<file path="config.mk">
export PLATFORM = sky130hd
export DESIGN_NAME = quad_encoder_emulator
export DESIGN_NICKNAME = d
export VERILOG_FILES = /design/src/rtl/quad_encoder_emulator.sv
export SDC_FILE = /design/constraint.sdc
export NUM_CORES = 1
export LEC_CHECK = 0
export ABC_AREA = 0
export CORE_ASPECT_RATIO = 1.2
export CORE_MARGIN = 1
export CORE_UTILIZATION = 45
export DETAILED_ROUTE_END_ITERATION = 8
export HOLD_SLACK_MARGIN = 0.08
export PLACE_DENSITY_LB_ADDON = 0.1
export SYNTH_ARGS = -nofsm -noshare
export SYNTH_HDL_FRONTEND = slang
export SYNTH_SLANG_ARGS = --single-unit
</file>
<file path="constraint.sdc">
create_clock -name clk_clk -period 4.67 [get_ports clk_clk]
set_clock_uncertainty 0.05 [all_clocks]
set_input_delay 0.467 -clock clk_clk [delete_from_list [all_inputs] [get_ports clk_clk]]
set_output_delay 0.467 -clock clk_clk [all_outputs]
set_load 0.005 [all_outputs]
</file>
<file path="src/rtl/quad_encoder_emulator.sv">
// Avalon-MM quadrature encoder waveform generator with signed position tracking.
// Optional burst-done interrupt output is enabled by defining QENC_IRQ_EN.
//
// state | meaning
// P00   | A=0 B=0
// P01   | A=0 B=1
// P11   | A=1 B=1
// P10   | A=1 B=0
module quad_encoder_emulator #(
    parameter int QPERIOD_W = 16,
    parameter int BURST_W   = 16
) (
    input  logic        clk_clk,
    input  logic        rst_reset_n,
    input  logic [1:0]  avalon_slave_address,
    input  logic [31:0] avalon_slave_writedata,
    output logic [31:0] avalon_slave_readdata,
    input  logic        avalon_slave_write,
    input  logic        avalon_slave_read,
    output logic [1:0]  encoded_out
`ifdef QENC_IRQ_EN
    ,
    output logic        irq
`endif
);

    // Encoding equals the {A,B} levels so the state register drives the pins directly.
    typedef enum logic [1:0] {
        P00 = 2'b00,
        P01 = 2'b01,
        P11 = 2'b11,
        P10 = 2'b10
    } phase_t;

    phase_t               state_q, state_d;
    logic                 en_q, en_d;
    logic                 dir_q, dir_d;
    logic                 burst_q, burst_d;
    logic                 done_q, done_d;
    logic                 irq_en_q, irq_en_d;
    logic                 irq_q, irq_d;
    logic [QPERIOD_W-1:0] qperiod_q, qperiod_d;
    logic [QPERIOD_W-1:0] timer_q, timer_d;
    logic [BURST_W-1:0]   burst_len_q, burst_len_d;
    logic [BURST_W-1:0]   remaining_q, remaining_d;
    logic [31:0]          position_q, position_d;

    logic   wr_ctrl, wr_qperiod, wr_burst;
    logic   running, step, a_rise, burst_end;
    phase_t phase_ccw, phase_cw;

    always_ff @(posedge clk_clk or negedge rst_reset_n) begin
        if (!rst_reset_n) begin
            state_q     <= P00;
            en_q        <= 1'b0;
            dir_q       <= 1'b0;
            burst_q     <= 1'b0;
            done_q      <= 1'b0;
            irq_en_q    <= 1'b0;
            irq_q       <= 1'b0;
            qperiod_q   <= '0;
            timer_q     <= '0;
            burst_len_q <= '0;
            remaining_q <= '0;
            position_q  <= '0;
        end else begin
            state_q     <= state_d;
            en_q        <= en_d;
            dir_q       <= dir_d;
            burst_q     <= burst_d;
            done_q      <= done_d;
            irq_en_q    <= irq_en_d;
            irq_q       <= irq_d;
            qperiod_q   <= qperiod_d;
            timer_q     <= timer_d;
            burst_len_q <= burst_len_d;
            remaining_q <= remaining_d;
            position_q  <= position_d;
        end
    end

    always_comb begin
        wr_ctrl    = avalon_slave_write && (avalon_slave_address == 2'd0);
        wr_qperiod = avalon_slave_write && (avalon_slave_address == 2'd1);
        wr_burst   = avalon_slave_write && (avalon_slave_address == 2'd2);

        running = en_q && (qperiod_q != '0) && !(burst_q && (remaining_q == '0));
        // Compare against the live period so a shrink below the current count steps at once.
        step    = running && (timer_q >= (qperiod_q - QPERIOD_W'(1)));

        timer_d = '0;
        if (running && !step) begin
            timer_d = timer_q + QPERIOD_W'(1);
        end

        phase_ccw = P00;
        phase_cw  = P00;
        case (state_q)
            P00: begin phase_ccw = P01; phase_cw = P10; end
            P01: begin phase_ccw = P11; phase_cw = P00; end
            P11: begin phase_ccw = P10; phase_cw = P01; end
            P10: begin phase_ccw = P00; phase_cw = P11; end
            default: begin phase_ccw = P00; phase_cw = P00; end
        endcase

        state_d = state_q;
        if (step) begin
            state_d = dir_q ? phase_ccw : phase_cw;
        end
        a_rise    = step && !state_q[1] && state_d[1];
        burst_end = a_rise && burst_q && (remaining_q == BURST_W'(1));

        en_d     = en_q;
        dir_d    = dir_q;
        burst_d  = burst_q;
        irq_en_d = irq_en_q;
        if (wr_ctrl) begin
            en_d    = avalon_slave_writedata[0];
            dir_d   = avalon_slave_writedata[1];
            burst_d = avalon_slave_writedata[2];
`ifdef QENC_IRQ_EN
            irq_en_d = avalon_slave_writedata[6];
`endif
        end
        if (burst_end) begin
            en_d = 1'b0;
        end

        done_d = done_q;
        if (wr_ctrl && avalon_slave_writedata[4]) begin
            done_d = 1'b0;
        end
        if (burst_end) begin
            done_d = 1'b1;
        end
        irq_d = done_q && irq_en_q;

        qperiod_d = qperiod_q;
        if (wr_qperiod) begin
            qperiod_d = avalon_slave_writedata[QPERIOD_W-1:0];
        end

        burst_len_d = burst_len_q;
        remaining_d = remaining_q;
        if (a_rise && burst_q && (remaining_q != '0)) begin
            remaining_d = remaining_q - BURST_W'(1);
        end
        if (wr_burst) begin
            burst_len_d = avalon_slave_writedata[BURST_W-1:0];
            remaining_d = avalon_slave_writedata[BURST_W-1:0];
        end

        position_d = position_q;
        if (a_rise) begin
            position_d = dir_q ? (position_q + 32'd1) : (position_q - 32'd1);
        end
        if (wr_ctrl && avalon_slave_writedata[3]) begin
            position_d = '0;
        end
    end

    always_comb begin
        avalon_slave_readdata = '0;
        case (avalon_slave_address)
            2'd0: avalon_slave_readdata = {25'd0, irq_en_q, running, done_q, 1'b0,
                                           burst_q, dir_q, en_q};
            2'd1: avalon_slave_readdata = 32'(qperiod_q);
            2'd2: avalon_slave_readdata = 32'(burst_len_q);
            2'd3: avalon_slave_readdata = position_q;
            default: avalon_slave_readdata = '0;
        endcase
    end

    assign encoded_out = state_q;
`ifdef QENC_IRQ_EN
    assign irq = irq_q;
`endif

endmodule

</file>
After elaboration in Yosys (flattened, before gate mapping)
Index checks and enable logic that the tools add are counted.
{"block": "word_totals", "elab_cells": 66, "regBits": 102, "out_inout_bits": 34, "input_bits": 38}
{"block": "classes", "mux": 15, "add_sub_neg": 5, "n_lt_le_gt_ge": 1, "reduce_logical": 27, "eq_ne": 7}
{"operator": "$pmux W32 S4", "count": 1}
{"operator": "$mux W32", "count": 3}
{"operator": "$mux W16", "count": 3}
{"operator": "$add A32 B1 Y32 const B", "count": 1}
{"operator": "$reduce_bool A16 Y1", "count": 2}
{"operator": "$sub A16 B1 Y16 const B", "count": 2}
{"operator": "$sub A32 B1 Y32 const B", "count": 1}
{"operator": "$add A16 B1 Y16 const B", "count": 1}
{"operator": "$eq A16 B1 Y1 const B", "count": 1}
{"operator": "$ge A16 B16 Y1", "count": 1}
{"operator": "$logic_not A16 Y1", "count": 1}
{"operator": "$pmux W2 S4", "count": 2}
{"operator": "$logic_and A1 B1 Y1", "count": 15}
{"operator": "$eq A2 B2 Y1 const B", "count": 4}
{"operator": "$reduce_bool A2 Y1", "count": 4}
{"operator": "$eq A2 B1 Y1 const B", "count": 2}
{"operator": "$logic_not A2 Y1", "count": 2}
{"operator": "$mux W1", "count": 4}
{"operator": "$mux W2", "count": 2}
{"operator": "$logic_not A1 Y1", "count": 3}

Logic depth before layout (Yosys ltp)
Gate-level depths: netlist of run 1.
{"block": "logic_depth", "word_depth": 11, "ltp_mapped": 17, "mapped_depth_nobuf": 15}

Least setup slack after synthesis of run 1
No wires, ideal clock.
{"block": "synth_path", "kind": "flip-flop to flip-flop", "start": "register qperiod_q[6]", "end": "register remaining_q[11]", "arrival_time_ps": 3618, "path_stages_with_launch": 16, "n_path_buf": 2, "setup_ps": 132, "setup_slack_ps": 870, "period_less_slack_ps": 3800, "t_required_ps": 4488, "cell_sequence": "dfrtp_1 > clkbuf_1 > or4_1 > nor3_1 > nor3b_1 > xnor2_1 > ha_1 > nand4_1 > or4_1 > o211ai_1 > and4b_1 > buf_6 > nand4_1 > nor4_1 > xnor2_1 > o21ai_1"}
{"block": "synth_between", "elab_chain_len": 9, "word_cells_on_any_way": 12, "classes_between": "1 x add/sub; 1 x order compare; 1 x mux; 9 x reduce/logical"}
{"item": "start: declaration", "line": "42", "text": "logic [QPERIOD_W-1:0] qperiod_q, qperiod_d;"}
{"item": "start signal: assignment", "line": "74", "text": "qperiod_q <= qperiod_d;"}
{"item": "branches (longest 3 deep; another with $sub A16 B1 Y16)"}
{"item": "$logic_and A1 B1 Y1 *", "line": "89", "text": "step = running && (timer_q >= (qperiod_q - QPERIOD_W'(1)));"}
{"item": "$mux W2 or $logic_and A1 B1 Y1 (tied branches)", "line": "107, 110"}
{"item": "$logic_and A1 B1 Y1 *", "line": "110", "text": "a_rise = step && !state_q[1] && state_d[1];"}
{"item": "$logic_and A1 B1 Y1 * (2 in series)", "line": "145", "text": "if (a_rise && burst_q && (remaining_q != '0)) begin"}
{"item": "$reduce_bool A2 Y1 (no line) *"}
{"item": "end signal: assignment", "line": "77", "text": "remaining_q <= remaining_d;"}
{"item": "end: declaration", "line": "45", "text": "logic [BURST_W-1:0] remaining_q, remaining_d;"}
Mark *: on every way between the ends.
A chain may end at the register's enable or synchronous reset.

Worst setup path in the final report of run 1
{"block": "layout_path", "start": "register qperiod_q[3]", "end": "register position_q[19]"}
{"block": "layout_between", "elab_chain_len": 7, "word_cells_on_any_way": 10, "classes_between": "1 x add/sub; 1 x order compare; 1 x mux; 7 x reduce/logical"}
{"item": "branches (longest 3 deep; another with $sub A16 B1 Y16)"}
{"item": "$logic_and A1 B1 Y1 *", "line": "89"}
{"item": "$mux W2 or $logic_and A1 B1 Y1 (tied branches)", "line": "107, 110"}
{"item": "$logic_and A1 B1 Y1 *", "line": "110"}
{"item": "$reduce_bool A2 Y1 (no line) *"}
{"item": "end signal: assignment", "line": "78", "text": "position_q <= position_d;"}
{"item": "end: declaration", "line": "46", "text": "logic [31:0] position_q, position_d;"}
Marks and branches as above.

==> results.sh, run 1 <==
export IMPL_syn_avg_cell_area_um2=9.29
export IMPL_r2r_start="qperiod_q[3]$_DFFE_PN0P_"
export IMPL_drtIter0Drc=209
export IMPL_syn_area_mm2=0.00699
export IMPL_path_class="register to register"
export IMPL_required_ns=4.85
export IMPL_drcViolationCount=0
export IMPL_power_density_mw_per_mm2=338
export IMPL_grt_max_degree=69
export IMPL_synth_cell_types=61
export IMPL_cp_common_cell="nor3_1"
export IMPL_ir_worst_vdd_mv=0.171
export IMPL_fin_tns_setup_ns=0
export IMPL_finalHoldViolations=0
export IMPL_vias_per_cell=5.66
export IMPL_coreArea_mm2=0.0151
export IMPL_synth_edf_count=0
export IMPL_final_cells=1007
export IMPL_grt_overflow_total=0
export IMPL_drive_gt1_share_pct=9.09
export IMPL_vias=5698
export IMPL_post_dp_hpwl_um=13000
export IMPL_gp_congestion=0.912
export IMPL_rrSetupSlack_ns=0.33
export IMPL_ys_seq_area_share_pct=36.5
export IMPL_period_share_pct=93.0
export IMPL_hold_class="input port to async pin"
export IMPL_start_kind="register"
export IMPL_slowest_delay_ns=0.58
export IMPL_io_pins=72
export IMPL_layout_commonest_cell="dfrtp_1"
export IMPL_initial_core_util_pct=46.3
export IMPL_ctsHoldBuffers=0
export IMPL_yosys_warnings=0
export IMPL_p_leak_nw=3.63
export IMPL_synthCells=752
export IMPL_grt_setup_unrepaired="false"
export IMPL_r2r_end="position_q[19]$_DFFE_PN0P_"
export IMPL_antenna_diode_count=0
export IMPL_crit_chain="or3_4 > nor3_1 > nand2b_1 > nor3_1 > xnor2_1 > ha_1 > nand4_1 > or4_1 > o211ai_1 > and4b_2 > buf_12 > buf_4 > mux2i_1 > nor2_1"
export IMPL_crit_slowest_cell="or4_1"
export IMPL_synthFlopType="dfrtp_1"
export IMPL_die_area_mm2=0.0160
export IMPL_wirelength_um=17700
export IMPL_cts_tree="done"
export IMPL_portBuffers=54
export IMPL_cts_max_level=3
export IMPL_dr_pass1_iters=4
export IMPL_cpLargestDelayFamily="simple AND/OR/NAND/NOR gates"
export IMPL_numCtsBuffers=9
export IMPL_slew_limit_headroom_pct=28.3
export IMPL_worst_pin_slew_ns=1.07
export IMPL_clk_latency_ns=0.35
export IMPL_antenna_found_initial=0
export IMPL_grt_pass1_vias=5786
export IMPL_die_width_um=116
export IMPL_clock_sinks=102
export IMPL_rr_worst_depth=14
export IMPL_clockRootBuffer="clkbuf_16"
export IMPL_cts_buffer_depth=2
export IMPL_crit_arrival_ns=4.53
export IMPL_path_buf_inv=2
export IMPL_cts_setup_buffers=0
export IMPL_dp_cells=991
export IMPL_rows=49
export IMPL_die_y_um=138
export IMPL_drtAntennaViolNets=0
export IMPL_crit_fanout=30
export IMPL_slew_violations=0
export IMPL_grt_pass1_wl_um=28900
export IMPL_ys_ff_latch=102
export IMPL_wl_per_cell_um=17.6
export IMPL_area_growth_pct=15.5
export IMPL_post_route_min_period_ns=4.34
export IMPL_setup_viol=0
export IMPL_worstSetupEndpointType="register"
export IMPL_nNetsFinal=887
export IMPL_cts_clk_slew_worst_paths_ns=0.07
export IMPL_async_flop_share_pct=100
export IMPL_ctsResizeCount=0
export IMPL_drv_cap=0
export IMPL_syn_nets=841
export IMPL_final_cell_mix="102 x dfrtp_1, 93 x nand2_1, 68 x nor2_1"
export IMPL_max_freq_mhz=230
export IMPL_status="completed"
export IMPL_grt_util_all_layers_pct=23.3
[worst register-to-register path, stage by stage (launching register included)]
cell and delay, ns:
dfrtp_1 0.45, or3_4 0.43, nor3_1 0.26, nand2b_1 0.20, nor3_1 0.25, xnor2_1 0.09, ha_1 0.32, nand4_1 0.16
or4_1 0.58, o211ai_1 0.22, and4b_2 0.35, buf_12 0.23, buf_4 0.33, mux2i_1 0.23, nor2_1 0.06
[kinds of logic (layout without fill, tap and decap cells)]
family / after synthesis / after routing / share of synthesized area (%)
AND/OR/NAND/NOR: 283 / 283 / 19.8
AO/OA/AOI/OAI: 151 / 151 / 13.7
flip-flops: 102 / 102 / 36.5
XOR/XNOR: 68 / 68 / 8.53
multiplexers: 56 / 56 / 9.44
adder cells (fa/ha/maj): 51 / 51 / 9.24
buffers and inverters: 41 / 92 / 2.76
[routing by layer]
| layer | vias to the layer above | global-route usage (%) | wire [um] |
|---|---|---|---|
| met2 | 105 | 42.6 | 9470 |
| met1 | 2781 | 27.3 | 7470 |
| met5 | - | 0 | 0 |
| met4 | 0 | 8.70 | 361 |
| li1 | 2789 | - | - |
| met3 | 23 | 2.76 | 432 |
[cells in the mapped netlist, drive strengths merged (2+ instances only)]
cell type	count	area share [%]
o31a	2	0.25
and2	8	0.75
mux2i	22	3.2
mux2	29	4.7
nand3b	2	0.21
clkbuf	21	1.1
o21ai	45	3.2
nor3b	6	0.72
nor2	68	3.7
a211oi	7	0.82
and3	24	2.1
inv	12	0.64
o41ai	2	0.36
or3	2	0.25
dfrtp	102	37
xor2	28	3.5
nor4	6	0.75
a31oi	6	0.54
o211ai	4	0.43
a22o	11	1.4
nand3	19	1.4
nand2	94	5.1
buf	8	0.99
mux4	5	1.6
o22ai	2	0.18
a21oi	40	2.9
o2111ai	3	0.38
nor3	20	1.5
and3b	2	0.25
nand2b	6	0.54
or4	3	0.32
o21a	7	0.75
ha	50	9.0
xnor2	40	5.0
nor2b	8	0.72
and4b	2	0.29
nand4	10	0.90
a21o	14	1.5
[registers in the layout, summed over array words and instances, names as in the netlist]
name and flops:
burst_len_q 16, burst_q 1, dir_q 1, done_q 1
en_q 1, encoded_out 2, position_q 32, qperiod_q 16
remaining_q 16, timer_q 16
[worst max path at each step]
stage	slack, ns	startpoint	cells after the start	endpoint
floorplan	0.87	qperiod_q[6]$_DFFE_PN0P_	15	remaining_q[11]$_DFFE_PN0P_
global placement	0.38	qperiod_q[3]$_DFFE_PN0P_	14	position_q[17]$_DFFE_PN0P_
detailed placement	0.29	qperiod_q[3]$_DFFE_PN0P_	14	position_q[19]$_DFFE_PN0P_
CTS	0.26	qperiod_q[3]$_DFFE_PN0P_	14	position_q[19]$_DFFE_PN0P_
global route	0.006	qperiod_q[3]$_DFFE_PN0P_	15	position_q[28]$_DFFE_PN0P_
finish	0.33	qperiod_q[3]$_DFFE_PN0P_	14	position_q[19]$_DFFE_PN0P_
[power by group]
group          internal (mW)  switching, mW  total, mW
sequential             0.979          0.115       1.09
combinational          0.350          0.393      0.743
clock                  0.538          0.350      0.888
[area by class of cell]
type	count	area (um^2)
Clock buffer	10	239
Clock inverter	6	109
Fill cell	1420	7010
Inverter	12	45.0
Multi-Input combinational cell	609	4240
Sequential cell	102	2550
Tap cell	204	255
Timing Repair Buffer	64	626
[stage by stage]
stage          util [%]  cell area, um^2  hold slack (ns)  power (mW)  worst slack, ns
6_report           53.5             8070            0.196        2.73            0.325
5_1_grt            53.5             8070            0.239        2.88          0.00560
4_1_cts            53.5             8070            0.223        2.75            0.262
3_5_place_dp       51.2             7720            0.410        1.85            0.292
3_3_place_gp       51.2             7720            0.404        1.83            0.383
2_1_floorplan         -             6990            0.121        1.60            0.870
(Power assumes the default switching activity.)
==> run 2, diff against run 1 <==
--- a/config.mk
+++ b/config.mk
@@ -10,8 +10,10 @@
 export CORE_MARGIN = 1
 export CORE_UTILIZATION = 45
 export DETAILED_ROUTE_END_ITERATION = 8
+export GPL_ROUTABILITY_DRIVEN = 0
 export HOLD_SLACK_MARGIN = 0.08
 export PLACE_DENSITY_LB_ADDON = 0.1
+export SLEW_MARGIN = 10
 export SYNTH_ARGS = -nofsm -noshare
 export SYNTH_HDL_FRONTEND = slang
 export SYNTH_SLANG_ARGS = --single-unit
==> results of run 2 <==
Same layout as run 1: the final DEF is identical, and so are final timing and power.
